<file path="config.mk">
export PLATFORM = sky130hd
export DESIGN_NAME = scan_transfer_buffer
export DESIGN_NICKNAME = d
export VERILOG_FILES = /design/src/rtl/scanner_pkg.sv /design/src/rtl/scan_fifo.sv /design/src/rtl/scan_transfer_buffer.sv
export SDC_FILE = /design/constraint.sdc
export NUM_CORES = 1
export LEC_CHECK = 0
export ABC_AREA = 1
export CAP_MARGIN = 20
export CORE_ASPECT_RATIO = 1.5
export CORE_MARGIN = 10
export CORE_UTILIZATION = 45
export DETAILED_ROUTE_END_ITERATION = 10
export HOLD_SLACK_MARGIN = 0.12
export PLACE_DENSITY_LB_ADDON = 0.25
export SLEW_MARGIN = 20
export SYNTH_ARGS = -nofsm -noshare
export SYNTH_HDL_FRONTEND = slang
export SYNTH_SLANG_ARGS = --single-unit
</file>
<file path="constraint.sdc">
create_clock -name clk -period 3.2 [get_ports clk]
set_clock_uncertainty 0.15 [all_clocks]
set_input_delay 0.32 -clock clk [delete_from_list [all_inputs] [get_ports clk]]
set_output_delay 0.32 -clock clk [all_outputs]
set_load 0.05 [all_outputs]
</file>
<file path="src/rtl/scanner_pkg.sv">
// scanner_pkg: shared encodings for the scanner transfer path.
// Scanner state codes, source IDs and arbiter state codes.
`default_nettype none

package scanner_pkg;

   localparam logic [2:0] LOWPOWER     = 3'b000;
   localparam logic [2:0] STANDBY      = 3'b001;
   localparam logic [2:0] COLLECTING   = 3'b010;
   localparam logic [2:0] IDLE         = 3'b011;
   localparam logic [2:0] TRANSFERRING = 3'b100;
   localparam logic [2:0] FLUSHING     = 3'b101;

   localparam logic SRC_S0 = 1'b0;
   localparam logic SRC_S1 = 1'b1;

   localparam logic [1:0] ARB_IDLE = 2'd0;
   localparam logic [1:0] ARB_RX0  = 2'd1;
   localparam logic [1:0] ARB_RX1  = 2'd2;

endpackage

`default_nettype wire

</file>
<file path="src/rtl/scan_fifo.sv">
// scan_fifo: synchronous first-word-fall-through FIFO, power-of-two DEPTH.
// A push while full is accepted only when a pop frees a slot the same cycle.
`default_nettype none

module scan_fifo #(
   parameter int WIDTH = 9,
   parameter int DEPTH = 16,
   parameter int CNT_W = 5
) (
   input  logic             clk,
   input  logic             reset,
   input  logic             i_push,
   input  logic [WIDTH-1:0] i_data,
   input  logic             i_pop,
   output logic             o_push_ok,
   output logic             o_valid,
   output logic [WIDTH-1:0] o_data,
   output logic             o_full,
   output logic [CNT_W-1:0] o_count
);

   localparam int AW = $clog2(DEPTH);

   logic [WIDTH-1:0] r_mem [DEPTH];
   logic [AW-1:0]    r_wr_ptr;
   logic [AW-1:0]    r_rd_ptr;
   logic [CNT_W-1:0] r_count;
   logic             w_empty;
   logic             w_pop_ok;

   assign w_empty   = (r_count == '0);
   assign o_full    = (r_count == CNT_W'(DEPTH));
   assign w_pop_ok  = i_pop & ~w_empty;
   assign o_push_ok = i_push & (~o_full | w_pop_ok);
   assign o_valid   = ~w_empty;
   assign o_count   = r_count;
   // Head is forced to zero when empty so the port never shows stale storage.
   assign o_data    = w_empty ? '0 : r_mem[r_rd_ptr];

   always_ff @(posedge clk or negedge reset) begin
      if (!reset) begin
         r_wr_ptr <= '0;
         r_rd_ptr <= '0;
         r_count  <= '0;
      end else begin
         if (o_push_ok) r_wr_ptr <= r_wr_ptr + AW'(1);
         if (w_pop_ok)  r_rd_ptr <= r_rd_ptr + AW'(1);
         case ({o_push_ok, w_pop_ok})
            2'b10:   r_count <= r_count + CNT_W'(1);
            2'b01:   r_count <= r_count - CNT_W'(1);
            default: r_count <= r_count;
         endcase
      end
   end

   always_ff @(posedge clk) begin
      if (o_push_ok) r_mem[r_wr_ptr] <= i_data;
   end

endmodule

`default_nettype wire

</file>
<file path="src/rtl/scan_transfer_buffer.sv">
// scan_transfer_buffer: arbitrates two scanners into a tagged FWFT FIFO.
// Optional SCAN_BUF_DROP_CNT_EN adds a saturating discarded-word counter.
`default_nettype none

module scan_transfer_buffer
   import scanner_pkg::*;
#(
   parameter int DATA_W = 8,
   parameter int DEPTH  = 16,
   parameter int CNT_W  = 5
) (
   input  logic              clk,
   input  logic              reset,
   input  logic [2:0]        s0_state,
   input  logic              s0_valid,
   input  logic [DATA_W-1:0] s0_data,
   input  logic [2:0]        s1_state,
   input  logic              s1_valid,
   input  logic [DATA_W-1:0] s1_data,
   input  logic              out_ready,
   input  logic              clr_overflow,
   output logic              out_valid,
   output logic [DATA_W-1:0] out_data,
   output logic              out_src,
   output logic [1:0]        grant,
   output logic [CNT_W-1:0]  count,
   output logic              full,
   output logic              overflow,
   output logic              xfer_done,
   output logic [CNT_W-1:0]  last_len
`ifdef SCAN_BUF_DROP_CNT_EN
   ,
   output logic [7:0]        drop_cnt
`endif
);

   logic [1:0]        r_arb;
   logic [1:0]        w_arb_nxt;
   logic [1:0]        w_grant;
   logic              w_end;
   logic              w_s0_tx;
   logic              w_s1_tx;
   logic              w_push;
   logic              w_push_ok;
   logic              w_pop;
   logic              w_ovf_evt;
   logic [DATA_W:0]   w_push_word;
   logic [DATA_W:0]   w_head;
   logic [CNT_W-1:0]  r_burst;
   logic [CNT_W-1:0]  r_last_len;
   logic              r_xfer_done;
   logic              r_overflow;

   assign w_s0_tx = (s0_state == TRANSFERRING);
   assign w_s1_tx = (s1_state == TRANSFERRING);

   // In ARB_IDLE the grant follows the inputs so the first word is not lost.
   always_comb begin
      w_arb_nxt = r_arb;
      w_grant   = 2'b00;
      w_end     = 1'b0;
      case (r_arb)
         ARB_IDLE: begin
            if (w_s0_tx) begin
               w_arb_nxt = ARB_RX0;
               w_grant   = 2'b01;
            end else if (w_s1_tx) begin
               w_arb_nxt = ARB_RX1;
               w_grant   = 2'b10;
            end
         end
         ARB_RX0: begin
            w_grant = 2'b01;
            if (!w_s0_tx) begin
               w_arb_nxt = ARB_IDLE;
               w_end     = 1'b1;
            end
         end
         ARB_RX1: begin
            w_grant = 2'b10;
            if (!w_s1_tx) begin
               w_arb_nxt = ARB_IDLE;
               w_end     = 1'b1;
            end
         end
         default: w_arb_nxt = ARB_IDLE;
      endcase
   end

   assign grant       = reset ? w_grant : 2'b00;
   assign w_push      = (grant[0] & s0_valid & w_s0_tx) | (grant[1] & s1_valid & w_s1_tx);
   assign w_push_word = grant[1] ? {SRC_S1, s1_data} : {SRC_S0, s0_data};
   assign w_pop       = out_valid & out_ready;
   assign w_ovf_evt   = w_push & ~w_push_ok;

   scan_fifo #(
      .WIDTH (DATA_W + 1),
      .DEPTH (DEPTH),
      .CNT_W (CNT_W)
   ) u_fifo (
      .clk       (clk),
      .reset     (reset),
      .i_push    (w_push),
      .i_data    (w_push_word),
      .i_pop     (w_pop),
      .o_push_ok (w_push_ok),
      .o_valid   (out_valid),
      .o_data    (w_head),
      .o_full    (full),
      .o_count   (count)
   );

   assign out_src   = w_head[DATA_W];
   assign out_data  = w_head[DATA_W-1:0];
   assign xfer_done = r_xfer_done;
   assign last_len  = r_last_len;
   assign overflow  = r_overflow;

   always_ff @(posedge clk or negedge reset) begin
      if (!reset) begin
         r_arb       <= ARB_IDLE;
         r_burst     <= '0;
         r_last_len  <= '0;
         r_xfer_done <= 1'b0;
         r_overflow  <= 1'b0;
      end else begin
         r_arb       <= w_arb_nxt;
         r_xfer_done <= w_end;
         if (w_end) r_last_len <= r_burst;
         // The idle-cycle push is word 1 of the burst being entered.
         if (r_arb == ARB_IDLE)
            r_burst <= w_push_ok ? CNT_W'(1) : '0;
         else if (w_push_ok && (r_burst != '1))
            r_burst <= r_burst + CNT_W'(1);
         if (w_ovf_evt)
            r_overflow <= 1'b1;
         else if (clr_overflow)
            r_overflow <= 1'b0;
      end
   end

`ifdef SCAN_BUF_DROP_CNT_EN
   logic       w_drop;
   logic [7:0] r_drop_cnt;

   assign w_drop = (s0_valid & ((s0_state == FLUSHING) | (w_s0_tx & ~grant[0])))
                 | (s1_valid & ((s1_state == FLUSHING) | (w_s1_tx & ~grant[1])))
                 | w_ovf_evt;

   always_ff @(posedge clk or negedge reset) begin
      if (!reset)
         r_drop_cnt <= '0;
      else if (w_drop)
         r_drop_cnt <= clr_overflow ? 8'd1 : ((r_drop_cnt == 8'hFF) ? r_drop_cnt : r_drop_cnt + 8'd1);
      else if (clr_overflow)
         r_drop_cnt <= '0;
   end

   assign drop_cnt = r_drop_cnt;
`endif

endmodule

`default_nettype wire
</file>
==> run summary, run 1 <==
Outcome - finished clean
Die height - 178 um
H-tree depth - 4
Leakage - 3.28 nW
Number of DRC markers in iteration 0 - 314
Design area - 8910 um2
Number of nets in the layout - 729
CP Data Arrival Time - 2.57 ns
Initial Util - 0.462
Non-filler instance count after layout - 906
Post-place instance area - 8330 um2
Slew Viols, Final - 0
Min-Delay Path Class - in -> async
Fin crit share - 0.951
Clk network pwr share - 0.236
CP startpoint kind - register
Flop pwr share - 0.344
Routed vias/inst - 5.49
Comb power frac - 0.420
Row count - 57
Busiest grt layer - met2
Final WL - 17100 um
Cell mode on critical path - buf_4
Sw Ratio - 0.422
Place WS - 0.00406 ns
Post-synth top flop - edfxtp_1
CP max FO - 34
Clk pin slew, worst setup/hold paths - 0.06 ns
GRT met3 Usage - 0.0318
Cts bufs inserted - 17
Fill count - 1373
Internal - 4.81 mW
Setup TNS Final - 0 ns
Worst slew pin tran - 0.756 ns
Synthesized netlist cell count - 620
Post CTS Setup Buffer Count - 0
ANT cells - 0
Largest net degree at the start of global routing - 75
Synth Area in Compound Gates - 0.125
Crit-path slowest cell - dfrtp_2
Mux contribution to synthesized area - 0
CTS tree - built
Rel. slew slack - 0.493
Core Box Area - 16300 um2
Post-DR wirelength/cell - 18.9 um
I/O Buffers - 52
Syn nets - 662
Placed Cells - 874
Vias in the first global route - 5078
Stages on worst setup path - 7
GR Util met2 - 0.281
Synth warn - 0
Sequential share of the synthesized area - 0.666
Worst VDD drop - 0.871 mV
WP buf/inv - 3
Adder-cell area share of the yosys netlist - 0.0233
Critical Path End Type - primary output
IO Count - 53
Max_cap viols - 0
Synth Register Bits - 171
Met1 track demand over resource - 0.171
Final hold viol count - 0
Area Overhead vs Synth - 18.7%
Final Worst Setup Slack - 0.156 ns
Post-synthesis simple-gate area fraction - 0.134
Worst skew pair latency - 0.42 ns
Initial antenna violation count - 0
Gr usage total - 0.154
# DRC - 0
Post-route minimum period - 3.04 ns
DP HPWL - 11700 um
Clock Sinks - 171
Post-synth EDFFs - 144
Reg2reg path depth - 17
Max incr delay on CP - 0.42 ns
Via count - 4977
Largest family of logic cells by synthesized area - simple AND/OR/NAND/NOR gates
Share of layout cells above drive strength 1 - 0.137
DRT Pass-1 Iters - 5
Power Dens Cells - 933 nW/um2
Largest delay contributor family on the critical path - buffers and inverters
DRT antenna net count - 0
Mapped Area - 7500 um2
Gr ovfl total - 0
Root Buffer Master - clkbuf_16
Crit Path Class - reg -> out
Die X - 125 um
Crit-path cells - clkinv_2, buf_4, nor2_1, o221ai_1, nand3_1, a21oi_1, buf_4
Xor-xnor portion of the synthesized cell area - 0.0140
First-pass GRT wire length - 27200 um
Fmax - 328 MHz
Req. time, crit path - 2.73 ns
Routability cong. - 0.804
RSZ-0062 raised after global routing - no
Setup-failing EPs final - 0
Area of the die - 22300 um2
P_sw - 3.50 mW
Clk buf depth - 2
Unique masters post-synth - 37
Final Power - 8.31 mW
Mean post-synth cell area - 12.1 um2
Share of flip-flops with an asynchronous set or reset - 0.158
## cell type report
| class | instances | area, um2 | area share |
|---|---|---|---|
| clock buffers | 17 | 425 | 0.0478 |
| clock inverters | 15 | 146 | 0.0164 |
| flip-flops and latches | 171 | 5000 | 0.562 |
| repair buffers | 77 | 709 | 0.0797 |
| inverters | 32 | 134 | 0.0150 |
| multi-input cells | 388 | 2230 | 0.251 |
| well taps | 206 | 258 | 0.0289 |
## what timing repair did
item,4_1_cts,5_1_grt
endpoints found under the setup margin,0,3
resized for setup,0,2
hold buffers,0,0
## power by group through the flow
stage          clock network [mW]  logic (mW)  registers [mW]
5_1_grt                      2.10        3.79            2.88
3_3_place_gp                    0        3.40            2.89
3_5_place_dp                    0        3.51            2.90
4_1_cts                      1.99        3.52            2.85
2_1_floorplan                   0        2.33            3.01
6_report                     1.96        3.49            2.86
## cells in the final DEF, fill, tap and decap left out, types with 13 or more instances in the layout
cell,instances
clkbuf_16,17
ha_1,13
nand2_1,78
clkdlybuf4s50_1,41
dfrtp_1,26
o21bai_1,36
buf_4,33
inv_1,23
o221ai_1,36
nand3_1,31
nor2_1,95
edfxtp_1,144
o21ai_0,45
## flip-flops by register name, summed over array words and instances (netlist names)
register and count:
u_fifo.r_wr_ptr 4, u_fifo.o_count 5, overflow 1, xfer_done 1, u_fifo.r_mem 144, r_arb 2, u_fifo.r_rd_ptr 4, r_burst 5
last_len 5
## path summary, 6_finish.rpt
| check | slack [ns] | endpoint | start |
|---|---|---|---|
| max | 0.16 | out_data[4] | u_fifo.r_rd_ptr[0] |
| min | 0.26 | u_fifo.o_count[1] | reset |
| max reg2reg | 0.20 | u_fifo.o_count[4] | r_arb[1] |
| min reg2reg | 0.34 | last_len[2] | last_len[2] |
| max in group asynchronous | 2.36 | u_fifo.r_rd_ptr[0] | reset |
| min in group clk | 0.34 | last_len[2] | last_len[2] |
## layer usage
metal  wire length, um  share of wire  vias to the layer above
li1                  -              -                     2360
met1              6890           0.40                     2463
met2              9120           0.53                      125
met3               789          0.046                       29
met4               342          0.020                        0
met5                 0              0                        -
## cells in the mapped netlist, types with 8 or more instances
| cell | count | area share |
|---|---|---|
| edfxtp_1 | 144 | 0.58 |
| nor2_1 | 95 | 0.048 |
| nand2_1 | 78 | 0.039 |
| o21ai_0 | 45 | 0.030 |
| o21bai_1 | 36 | 0.036 |
| o221ai_1 | 36 | 0.042 |
| nand3_1 | 31 | 0.021 |
| dfrtp_1 | 27 | 0.090 |
| inv_1 | 23 | 0.012 |
| buf_2 | 14 | 0.0093 |
| ha_1 | 14 | 0.023 |
| a21oi_1 | 12 | 0.0080 |
| clkbuf_1 | 8 | 0.0040 |
| xor2_1 | 8 | 0.0093 |
## kinds of logic (layout without fill, tap and decap cells)
group                    after synthesis  in the layout
AO/OA/AOI/OAI                        137            137
adder cells (fa/ha/maj)               14             14
flip-flops                           171            171
AND/OR/NAND/NOR                      225            225
XOR/XNOR                              12             12
buffers and inverters                 61            141
## through the flow
| step | util | hold slack [ns] |
|---|---|---|
| after floorplan | - | -0.126 |
| after global placement | 0.512 | 0.329 |
| after detailed placement | 0.512 | 0.325 |
| after CTS | 0.547 | 0.279 |
| after global routing | 0.548 | 0.266 |
| final | 0.548 | 0.259 |
No activity file was read; power rests on OpenSTA's default activity.
==> inputs of run 2 (changes only) <==
CAP_MARGIN = not set   (was 20)
==> results of run 2 <==
Same layout as run 1: the final DEF is identical, and so are final timing and power.
